### config.mk
export PLATFORM = sky130hd
export DESIGN_NAME = uart_rx_capture_flat
export DESIGN_NICKNAME = d
export VERILOG_FILES = /design/src/rtl/uart_rx_pkg.sv /design/src/rtl/uart_rx_capture_if.sv /design/src/rtl/uart_rx_fifo.sv /design/src/rtl/uart_rx_capture.sv /design/src/flat_wrapper.sv
export SDC_FILE = /design/constraint.sdc
export NUM_CORES = 1
export LEC_CHECK = 0
export CORE_MARGIN = 5
export CORE_UTILIZATION = 40
export DETAILED_ROUTE_END_ITERATION = 16
export PLACE_DENSITY = 0.64
export SYNTH_ARGS = -nofsm -noshare
export SYNTH_HDL_FRONTEND = slang
export SYNTH_SLANG_ARGS = --single-unit
### constraint.sdc
create_clock -name HCLK -period 4.17 [get_ports HCLK]
set_clock_uncertainty 0.2 [all_clocks]
set_input_delay 0.6255 -clock HCLK [delete_from_list [all_inputs] [get_ports HCLK]]
set_output_delay 0.6255 -clock HCLK [all_outputs]
set_load 0.005 [all_outputs]
### src/rtl/uart_rx_pkg.sv
// Shared types and constants for the UART receive path.
package uart_rx_pkg;

  localparam int unsigned DATA_BITS = 8;
  localparam int unsigned MIN_DIV   = 2;

  typedef enum logic [2:0] {
    StIdle,
    StStart,
    StData,
    StParity,
    StStop,
    StBreak
  } rx_state_e;

endpackage

### src/rtl/uart_rx_capture_if.sv
// Received-byte stream: valid/ready handshake carrying one byte per transfer.
interface uart_rx_capture_if;

  logic [7:0] rx_data;
  logic       rx_valid;
  logic       rx_ready;

  modport master (
    output rx_data,
    output rx_valid,
    input  rx_ready
  );

  modport slave (
    input  rx_data,
    input  rx_valid,
    output rx_ready
  );

endinterface

### src/rtl/uart_rx_fifo.sv
// First-word-fall-through FIFO with extra-MSB pointers for full/empty.
// A push while full is only accepted if a pop happens in the same cycle.
module uart_rx_fifo #(
  parameter int unsigned Depth = 4,
  parameter int unsigned Width = 8
) (
  input  logic             clk_i,
  input  logic             rst_ni,
  input  logic             push_i,
  input  logic [Width-1:0] data_i,
  input  logic             pop_i,
  output logic [Width-1:0] data_o,
  output logic             full_o,
  output logic             empty_o
);

  localparam int unsigned AW = $clog2(Depth);
  localparam logic [AW:0] PtrOne = 1;

  logic [AW:0]      wr_ptr_q, wr_ptr_d, rd_ptr_q, rd_ptr_d;
  logic [Width-1:0] mem_q [Depth];
  logic [Width-1:0] mem_d [Depth];
  logic             do_push, do_pop;

  assign empty_o = (wr_ptr_q == rd_ptr_q);
  assign full_o  = (wr_ptr_q[AW] != rd_ptr_q[AW]) && (wr_ptr_q[AW-1:0] == rd_ptr_q[AW-1:0]);
  assign data_o  = mem_q[rd_ptr_q[AW-1:0]];
  assign do_pop  = pop_i & ~empty_o;
  assign do_push = push_i & (~full_o | do_pop);

  // Pointer advance and storage write.
  always_comb begin
    wr_ptr_d = wr_ptr_q;
    rd_ptr_d = rd_ptr_q;
    mem_d    = mem_q;
    if (do_push) begin
      mem_d[wr_ptr_q[AW-1:0]] = data_i;
      wr_ptr_d = wr_ptr_q + PtrOne;
    end
    if (do_pop) begin
      rd_ptr_d = rd_ptr_q + PtrOne;
    end
  end

  // Storage cleared on reset so the head byte reads zero while empty.
  always_ff @(posedge clk_i or negedge rst_ni) begin
    if (!rst_ni) begin
      wr_ptr_q <= '0;
      rd_ptr_q <= '0;
      for (int i = 0; i < Depth; i++) begin
        mem_q[i] <= '0;
      end
    end else begin
      wr_ptr_q <= wr_ptr_d;
      rd_ptr_q <= rd_ptr_d;
      mem_q    <= mem_d;
    end
  end

endmodule

### src/rtl/uart_rx_capture.sv
// Oversampling UART receiver: 8N1 by default, 8E1 with parity_err when
// UART_RX_PARITY_EN is defined. Bytes land in a small FWFT FIFO.
module uart_rx_capture
  import uart_rx_pkg::*;
#(
  parameter int unsigned DIV_W      = 16,
  parameter int unsigned FIFO_DEPTH = 4
) (
  input  logic               HCLK,
  input  logic               HRESETn,
  input  logic               rx,
  input  logic [DIV_W-1:0]   baud_div,
  uart_rx_capture_if.master  rx_if,
  output logic               frame_err,
  output logic               overrun,
`ifdef UART_RX_PARITY_EN
  output logic               parity_err,
`endif
  output logic               busy
);

  localparam int unsigned IdxW = $clog2(DATA_BITS);
  localparam logic [DIV_W-1:0] DivOne = 1;

  logic                 rx_meta_q, rx_s_q, rx_prev_q;
  rx_state_e            state_q, state_d;
  logic [DIV_W-1:0]     cnt_q, cnt_d, bit_len_q, bit_len_d, div_eff;
  logic [IdxW-1:0]      bit_idx_q, bit_idx_d;
  logic [DATA_BITS-1:0] shift_q, shift_d;
  logic                 frame_err_q, frame_err_d, overrun_q, overrun_d;
  logic                 push, pop, fifo_full, fifo_empty, fall_edge, cnt_zero;
`ifdef UART_RX_PARITY_EN
  logic                 par_bad_q, par_bad_d, parity_err_q, parity_err_d;
`endif

  assign div_eff   = (baud_div < DIV_W'(MIN_DIV)) ? DIV_W'(MIN_DIV) : baud_div;
  assign fall_edge = rx_prev_q & ~rx_s_q;
  assign cnt_zero  = (cnt_q == '0);
  assign pop       = rx_if.rx_valid & rx_if.rx_ready;

  // rx is asynchronous; the previous synchronized value feeds edge detection.
  always_ff @(posedge HCLK or negedge HRESETn) begin
    if (!HRESETn) begin
      rx_meta_q <= 1'b1;
      rx_s_q    <= 1'b1;
      rx_prev_q <= 1'b1;
    end else begin
      rx_meta_q <= rx;
      rx_s_q    <= rx_meta_q;
      rx_prev_q <= rx_s_q;
    end
  end

  // Frame FSM; counters load len-1 so each sample lands at h + k*len after the edge.
  always_comb begin
    state_d     = state_q;
    cnt_d       = cnt_q;
    bit_len_d   = bit_len_q;
    bit_idx_d   = bit_idx_q;
    shift_d     = shift_q;
    frame_err_d = 1'b0;
    push        = 1'b0;
`ifdef UART_RX_PARITY_EN
    par_bad_d    = par_bad_q;
    parity_err_d = 1'b0;
`endif
    unique case (state_q)
      StIdle: begin
        if (fall_edge) begin
          state_d   = StStart;
          bit_len_d = div_eff;
          cnt_d     = (div_eff >> 1) - DivOne;
`ifdef UART_RX_PARITY_EN
          par_bad_d = 1'b0;
`endif
        end
      end
      StStart: begin
        if (!cnt_zero) begin
          cnt_d = cnt_q - DivOne;
        end else if (rx_s_q) begin
          state_d = StIdle;
        end else begin
          state_d   = StData;
          cnt_d     = bit_len_q - DivOne;
          bit_idx_d = '0;
        end
      end
      StData: begin
        if (!cnt_zero) begin
          cnt_d = cnt_q - DivOne;
        end else begin
          shift_d   = {rx_s_q, shift_q[DATA_BITS-1:1]};
          cnt_d     = bit_len_q - DivOne;
          bit_idx_d = bit_idx_q + IdxW'(1);
          if (bit_idx_q == IdxW'(DATA_BITS - 1)) begin
`ifdef UART_RX_PARITY_EN
            state_d = StParity;
`else
            state_d = StStop;
`endif
          end
        end
      end
`ifdef UART_RX_PARITY_EN
      StParity: begin
        if (!cnt_zero) begin
          cnt_d = cnt_q - DivOne;
        end else begin
          // Even parity: data plus parity bit must hold an even number of ones.
          par_bad_d    = ^{shift_q, rx_s_q};
          parity_err_d = ^{shift_q, rx_s_q};
          cnt_d        = bit_len_q - DivOne;
          state_d      = StStop;
        end
      end
`endif
      StStop: begin
        if (!cnt_zero) begin
          cnt_d = cnt_q - DivOne;
        end else if (rx_s_q) begin
`ifdef UART_RX_PARITY_EN
          push = ~par_bad_q;
`else
          push = 1'b1;
`endif
          state_d = StIdle;
        end else begin
          frame_err_d = 1'b1;
          state_d     = StBreak;
        end
      end
      StBreak: begin
        if (rx_s_q) begin
          state_d = StIdle;
        end
      end
      default: state_d = StIdle;
    endcase
    overrun_d = push & fifo_full & ~pop;
  end

  // FSM and datapath registers.
  always_ff @(posedge HCLK or negedge HRESETn) begin
    if (!HRESETn) begin
      state_q     <= StIdle;
      cnt_q       <= '0;
      bit_len_q   <= DIV_W'(MIN_DIV);
      bit_idx_q   <= '0;
      shift_q     <= '0;
      frame_err_q <= 1'b0;
      overrun_q   <= 1'b0;
`ifdef UART_RX_PARITY_EN
      par_bad_q    <= 1'b0;
      parity_err_q <= 1'b0;
`endif
    end else begin
      state_q     <= state_d;
      cnt_q       <= cnt_d;
      bit_len_q   <= bit_len_d;
      bit_idx_q   <= bit_idx_d;
      shift_q     <= shift_d;
      frame_err_q <= frame_err_d;
      overrun_q   <= overrun_d;
`ifdef UART_RX_PARITY_EN
      par_bad_q    <= par_bad_d;
      parity_err_q <= parity_err_d;
`endif
    end
  end

  uart_rx_fifo #(
    .Depth (FIFO_DEPTH),
    .Width (DATA_BITS)
  ) u_fifo (
    .clk_i   (HCLK),
    .rst_ni  (HRESETn),
    .push_i  (push),
    .data_i  (shift_q),
    .pop_i   (pop),
    .data_o  (rx_if.rx_data),
    .full_o  (fifo_full),
    .empty_o (fifo_empty)
  );

  assign rx_if.rx_valid = ~fifo_empty;
  assign frame_err      = frame_err_q;
  assign overrun        = overrun_q;
  assign busy           = (state_q != StIdle);
`ifdef UART_RX_PARITY_EN
  assign parity_err     = parity_err_q;
`endif

endmodule

### src/flat_wrapper.sv
// flat-port wrapper written by rule: the top's interface ports become plain ports
module uart_rx_capture_flat import uart_rx_pkg::*;
#(
  parameter int unsigned DIV_W      = 16,
  parameter int unsigned FIFO_DEPTH = 4
)
  (HCLK, HRESETn, rx, baud_div, frame_err, overrun, busy, rx_if_rx_data, rx_if_rx_valid, rx_if_rx_ready);
  uart_rx_capture_if rx_if_i ();
  input  logic HCLK;
  input  logic HRESETn;
  input  logic rx;
  input  logic [DIV_W-1:0] baud_div;
  output logic frame_err;
  output logic overrun;
  output logic busy;
  output wire logic [$bits(rx_if_i.rx_data)-1:0] rx_if_rx_data;
  output wire logic [$bits(rx_if_i.rx_valid)-1:0] rx_if_rx_valid;
  input wire logic [$bits(rx_if_i.rx_ready)-1:0] rx_if_rx_ready;
  assign rx_if_rx_data = rx_if_i.rx_data;
  assign rx_if_rx_valid = rx_if_i.rx_valid;
  assign rx_if_i.rx_ready = rx_if_rx_ready;
  uart_rx_capture #(.DIV_W(DIV_W), .FIFO_DEPTH(FIFO_DEPTH)) u_core (.HCLK(HCLK), .HRESETn(HRESETn), .rx(rx), .baud_div(baud_div), .rx_if(rx_if_i), .frame_err(frame_err), .overrun(overrun), .busy(busy));
endmodule
==> results of run 1 <==
## worst max-delay path, cell delays in order
cell,delay [ns]
clkdlybuf4s50_1,0.53
nor4_1,0.46
nand4_1,0.23
nor2_1,0.14
nor2_1,0.08
ha_1,0.27
nand3_1,0.17
nor3_1,0.08
xor2_1,0.15
a222oi_1,0.32
o21ai_0,0.11
## cell usage after synthesis (4+ instances only)
cell / number / area share [%]
nand3_1: 9 / 0.89
nand2_4: 5 / 1.1
mux2_2: 46 / 10
mux4_2: 8 / 3.6
inv_1: 9 / 0.67
a21oi_1: 16 / 1.6
nor4_1: 11 / 1.4
nor2b_1: 5 / 0.62
nand4_1: 6 / 0.74
xor2_1: 13 / 2.2
dfrtp_1: 85 / 42
dfstp_2: 4 / 2.1
and2_1: 5 / 0.62
nor2_1: 32 / 2.4
mux2_1: 10 / 2.2
ha_1: 10 / 2.5
nand2b_1: 5 / 0.62
xnor2_1: 19 / 3.3
o21ai_0: 31 / 3.1
buf_4: 4 / 0.59
clkbuf_1: 9 / 0.67
nor3_1: 19 / 1.9
nand2_1: 25 / 1.9
nand3b_1: 5 / 0.74
## layout by cell type (no fill, tap or decap), types with 3 or more instances in the layout
cell	netlist	final
a21oi_1	16	16
a22o_1	3	3
a22oi_1	3	3
a31oi_1	3	3
a32oi_1	3	3
and2_1	5	5
buf_4	4	6
clkbuf_16	0	9
clkdlybuf4s50_1	0	30
dfrtp_1	85	85
dfstp_2	4	4
ha_1	10	10
inv_1	9	9
mux2_1	10	10
mux2_2	46	46
mux2i_1	3	3
mux4_2	8	8
nand2_1	25	25
nand2_4	5	5
nand2b_1	5	5
nand3_1	9	9
nand3b_1	5	5
nand4_1	6	6
nor2_1	32	32
nor2b_1	5	5
nor3_1	19	19
nor3b_1	3	3
nor4_1	11	11
nor4_2	3	3
o21ai_0	31	31
o221ai_1	3	3
o22ai_1	3	3
xnor2_1	19	19
xor2_1	13	13
## kinds of logic (layout without fill, tap and decap cells)
| family | after synthesis | count (layout) | synth area share (%) |
|---|---|---|---|
| flip-flops | 89 | 89 | 44.08 |
| XOR/XNOR | 32 | 32 | 5.535 |
| multiplexers | 67 | 67 | 16.60 |
| buffers and inverters | 24 | 61 | 2.125 |
| adder cells (fa/ha/maj) | 10 | 10 | 2.471 |
| AND/OR/NAND/NOR | 154 | 154 | 18.21 |
| AO/OA/AOI/OAI | 87 | 87 | 10.97 |
## metal layers
metal / up-vias / share of wire [%] / global-route usage, %
met5: - / 0 / 0
met4: 0 / 1.8 / 5.948
met3: 16 / 4.8 / 3.594
met2: 104 / 47 / 25.87
met1: 1865 / 46 / 22.37
li1: 1797 / - / -
## per-stage QoR
step           cells  power, uW  utilization (%)
2_1_floorplan    463       2328                -
3_3_place_gp     656       2696            44.34
3_5_place_dp     656       2719            44.34
4_1_cts          672       3507            46.57
5_1_grt          672       3735            46.57
6_report         672       3489            46.57
## state kept, by name, indices dropped and copies added (netlist names)
| name | cells |
|---|---|
| u_core.u_fifo.rd_ptr_q | 3 |
| u_core.overrun | 1 |
| u_core.cnt_q | 16 |
| u_core.u_fifo.mem_q | 32 |
| u_core.rx_s_q | 1 |
| u_core.bit_idx_q | 3 |
| u_core.rx_prev_q | 1 |
| u_core.shift_q | 8 |
| u_core.bit_len_q | 16 |
| u_core.u_fifo.wr_ptr_q | 3 |
| u_core.rx_meta_q | 1 |
| u_core.frame_err | 1 |
| u_core.state_q | 3 |
## cell type report
type                            count  share of cell area [%]
Tap cell                          172                   3.692
Clock buffer                       10                   3.928
Multi-Input combinational cell    350                   46.73
Sequential cell                    89                   38.29
Clock inverter                      6                  0.8586
Timing Repair Buffer               36                   5.924
Inverter                            9                  0.5795
## power breakdown
group          internal [uW]  total [uW]  switching [uW]
logic                    597        1350             749
registers               1050        1380             321
clock network            413         766             354
total                   2060        3490            1420
## worst paths after layout
check / from / cells after the start / to / slack [ns]
max: baud_div[9] / 11 / u_core.cnt_q[10] / 1.01
min: u_core.rx_meta_q / 0 / u_core.rx_s_q / 0.16
max reg2reg: u_core.cnt_q[0] / 9 / u_core.cnt_q[9] / 1.05
min reg2reg: u_core.rx_meta_q / 0 / u_core.rx_s_q / 0.16
max in group asynchronous: HRESETn / 2 / u_core.u_fifo.mem_q[25] / 2.76
min in group asynchronous: HRESETn / 1 / u_core.overrun / 0.21
==> impl_results.md, run 1 <==
- Syn Area/Cell: approximately 11 um2
- Post-synth EDFFs: 0
- Drt total wl: 11510 um
- PwrDens: roughly 600 nW/um2
- Gpl congestion: 0.8939
- Gr usage total: approximately 16%
- CP Class: input port to register
- Die Wd: 122.5 um
- Fin. max-slew vios: 0
- CTS max path bufs: 2
- VDD IR max: about 0.0003 V
- Initial antenna violation count: 0
- I/O pin cnt: 32
- Routed via count: between 3000 and 4000
- Initial Util: 40.45%
- Crit path required time: 4.18 ns
- ANT nets after route: 0
- # H-tree levels: 3
- DP HPWL: 8164 um
- Synth Instances: around 460
- Total gr overflow: 0
- Area grow syn2layout: 15.12%
- Die area: 15010 um2
- Post-synthesis register bit count: roughly 90
- CORE AREA: roughly 13000 um2
- Drt initial violations: roughly 290
- Sequential cell area: 2232 um2
- Via/cell ratio: around 5.6
- YS warnings: 0
- Final Setup Violations: 0
- Post-cts sizing count: 0
- Worst slew pin tran: ~0.92 ns
- CP max FO: 6
- Max-cap violation count: 0
- DP Area: 5550 um2
- CP Capture Type: register
- Seq/Total Area, Yosys: about 44%
- Worst-skew pair later-pin latency: about 0.34 ns
- Fillers: around 1200
- Worst hold margin: about 0.16 ns
- Fin nets: roughly 530
- Num rows: just over 40
- Hold Path Class: register to register
- Synth Flop Type: dfrtp_1
- Wire per inst: 17.13 um
- Final period util: approximately 76%
- Clock-pin transition on the worst setup and hold timing paths: 0.07 ns
- Worst slack, placed: approximately 0.71 ns
- Vias in the first global route: approximately 3800
- CTS tree: done
- Static Leak: about 0.0025 uW
- Drc violations: 0
- Netlist Area Pre-Place: 5064 um2
- Hold Vio Cnt, Final: 0
- # hold bufs at CTS: 0
- Ys async rst share: between 90% and 100%
- Worst Setup Start Kind: input port
- Cell variety after synth: 67
- Floorplan die height: about 120 um
- Area of the multi-input gates: 2724 um2
- Initial DRT Pass Iterations: 5
- Unrepaired setup endpoints after global routing: false
- Port bufs: 31
- Sum Neg Setup Slack: 0 ns
- Largest net degree at the start of global routing: 70
- Critical Path AT: around 3.2 ns
- Worst setup margin: 1.011 ns
- Syn nets: ~490
- Postcts setup bufs: 0
- Max Fclk: ~320 MHz
- Root Buffer: clkbuf_16
- CTS Buf Count: 9
- Layout Cell Area excl Fill: about 5800 um2
- Fraction of layout cells with a size suffix above 1: 19.80%
- Status: finished clean
- Slew margin rel.: a little under two fifths
- Clock net sink count: 89
- First-pass GRT wire length: 19330 um
- N_diodes: 0
- Final min period: about 3.2 ns
(Power assumes the default switching activity.)
==> run 2, diff against run 1 <==
- PLACE_DENSITY: 0.64 -> 0.66
- clock period: 4.17 -> 2.9 ns (I/O delays scaled with it)
==> impl_results.md, run 2 (synthesis gave the netlist of run 1 again) <==
- Slew margin rel.: 54.98% (was 37.85%)
- Fraction of layout cells with a size suffix above 1: 25.74% (was 19.80%)
- Sw Ratio: 39.60% (was 40.82%)
- Critical Path AT: 2.81 ns (was 3.17 ns)
- VDD IR max: 0.0003622 V (was 0.0002955 V)
- First-pass GRT wire length: 20200 um (was 19330 um)
- Num rows: 41 (unchanged)
- CORE AREA: 12520 um2 (unchanged)
- CTS max path bufs: 2 (unchanged)
- Hold Vio Cnt, Final: 0 (unchanged)
- CP max FO: 5 (was 6)
- Internal: 3232 uW (was 2065 uW)
- CTS Buf Count: 9 (unchanged)
- PwrDens: 868.4 nW/um2 (was 598.5 nW/um2)
- Root Buffer: clkbuf_16 (unchanged)
- CP Capture Type: register (unchanged)
- Final min period: approximately 2.8 ns
- Net Sw Power: 2119 uW (was 1424 uW)
- # H-tree levels: 3 (unchanged)
- Initial DRT Pass Iterations: 5 (unchanged)
- Max Fclk: roughly 360 MHz
- Biggest regs: u_core.u_fifo.mem_q: 32 flops, u_core.bit_len_q: 16 flops, u_core.cnt_q: 16 flops (unchanged)
- Fin. max-slew vios: 0 (unchanged)
- DP HPWL: 8823 um (was 8164 um)
- Crit path required time: 2.94 ns (was 4.18 ns)
- Drt initial violations: 308 (was 287)
- Max reg flops: 32 (unchanged)
- Via/cell ratio: 5.588 (was 5.628)
- I/O pin cnt: 32 (unchanged)
- Unrepaired setup endpoints after global routing: false (unchanged)
- Die Wd: 122.5 um (unchanged)
- Initial Util: 40.45% (unchanged)
- Logic gate share of total power: 41.7% (was 38.6%)
- Hold Path Class: register to register (unchanged)
- Vias in the first global route: 4082 (was 3799)
- Total power: 5351 uW (was 3489 uW)
- Area grow syn2layout: 21.70% (was 15.12%)
- Total gr overflow: 0 (unchanged)
- Worst-skew pair later-pin latency: 0.35 ns (was 0.34 ns)
- Hold Crit Depth: 0 (unchanged)
- Wire per inst: 16.98 um (was 17.13 um)
- CP Class: register to register (was input port to register)
- CTS tree: done (unchanged)
- Port bufs: 31 (unchanged)
- Fin nets: 565 (was 525)
- Static Leak: 0.002735 uW (was 0.002522 uW)
- ANT nets after route: 0 (unchanged)
- Most frequent cells in the layout: 85 x dfrtp_1, 46 x mux2_2, 45 x buf_4 (was 85 x dfrtp_1, 46 x mux2_2, 32 x nor2_1)
- Sum Neg Setup Slack: 0 ns (unchanged)
- Status: finished clean (unchanged)
- Routed via count: 3979 (was 3782)
- Fillers: 1175 (was 1225)
- Worst Setup Start Kind: register (was input port)
- Area of the multi-input gates: 2724 um2 (unchanged)
- Sequential cell area: 2232 um2 (unchanged)
- Max-cap violation count: 0 (unchanged)
- Final period util: 95.58%
- Most common cell after layout, fill and taps aside: dfrtp_1 (unchanged)
- Drt total wl: 12090 um (was 11510 um)
- Gpl congestion: 0.9062 (was 0.8939)
- N_diodes: 0 (unchanged)
- Drc violations: 0 (unchanged)
- Floorplan die height: 122.5 um (unchanged)
- Setup slack, reg-to-reg: 0.13 ns (was 1.05 ns)
- Gr usage total: 17.20% (was 16.44%)
- Largest reg by FF count: u_core.u_fifo.mem_q (unchanged)
- Die area: 15010 um2 (unchanged)
- Final Setup Violations: 0 (unchanged)
- Seq pwr share: 35.5% (was 39.4%)
- Clock power share: 22.8% (was 22.0%)
- Worst hold margin: 0.1550 ns (was 0.1554 ns)
- Clock net sink count: 89 (unchanged)
- Clock-pin transition on the worst setup and hold timing paths: 0.07 ns (about the same)
- Largest net degree at the start of global routing: 54 (was 70)
- Initial antenna violation count: 0 (unchanged)
- Post-cts sizing count: 0 (unchanged)
- Worst slew pin tran: 0.6753 ns (was 0.9225 ns)
- Worst Reg-to-Reg Cells: 8 (was 9)
==> run 2: final timing paths <==
path	from	end
max in group asynchronous	HRESETn	u_core.cnt_q[7]
worst min register to register	u_core.rx_meta_q	u_core.rx_s_q
min in group asynchronous	HRESETn	u_core.u_fifo.wr_ptr_q[0]
worst max register to register	u_core.bit_len_q[0]	u_core.cnt_q[14]
worst min-delay path	u_core.rx_meta_q	u_core.rx_s_q
worst max-delay path	u_core.bit_len_q[0]	u_core.cnt_q[14]
==> run 2: critical path, stage by stage (launching register included) <==
cell	delay, ns
dfrtp_1	0.38
inv_1	0.09
ha_1	0.21
or4b_1	0.59
nor4b_1	0.53
xor2_1	0.12
o21ai_1	0.17
a22oi_1	0.10
a211o_1	0.27
==> run 2: what timing repair did <==
item                                   4_1_cts  5_1_grt
buffers inserted                             0        0
hold buffers                                 1        0
endpoints found under the hold margin       47        0
==> run 2: cell type report <==
cell class	count	share of cell area [%]
multi-input cells	350	44.20
clock buffers	9	3.655
flip-flops and latches	89	36.22
well taps	172	3.492
inverters	9	0.5482
repair buffers	76	10.52
clock inverters	7	1.360
==> run 2: through the flow <==
stage               instance area, um2  cells  setup WS (ns)  util (%)
floorplan                         5064    463         0.3106         -
global placement                  5843    695        0.08162     46.68
detailed placement                5843    695      -0.007988     46.68
CTS                               6162    712         0.1674     49.23
global route                      6162    712        0.02709     49.23
finish                            6162    712         0.1280     49.23
==> run 2: metal layers <==
| metal | vias up | global-route usage (%) | wire length, um |
|---|---|---|---|
| li1 | 1870 | - | - |
| met1 | 1950 | 21.78 | 5292 |
| met2 | 128 | 28.75 | 5923 |
| met3 | 31 | 3.641 | 573 |
| met4 | 0 | 6.858 | 303 |
| met5 | - | 0 | 0 |
==> run 2: power groups by stage <==
| stage | logic [uW] | clock network (uW) | registers, uW |
|---|---|---|---|
| 3_5_place_dp | 2210 | 0 | 1910 |
| 3_3_place_gp | 2160 | 0 | 1900 |
| 4_1_cts | 2220 | 1260 | 1890 |
| 2_1_floorplan | 1580 | 0 | 1770 |
| 5_1_grt | 2440 | 1310 | 1940 |
| 6_report | 2230 | 1220 | 1900 |
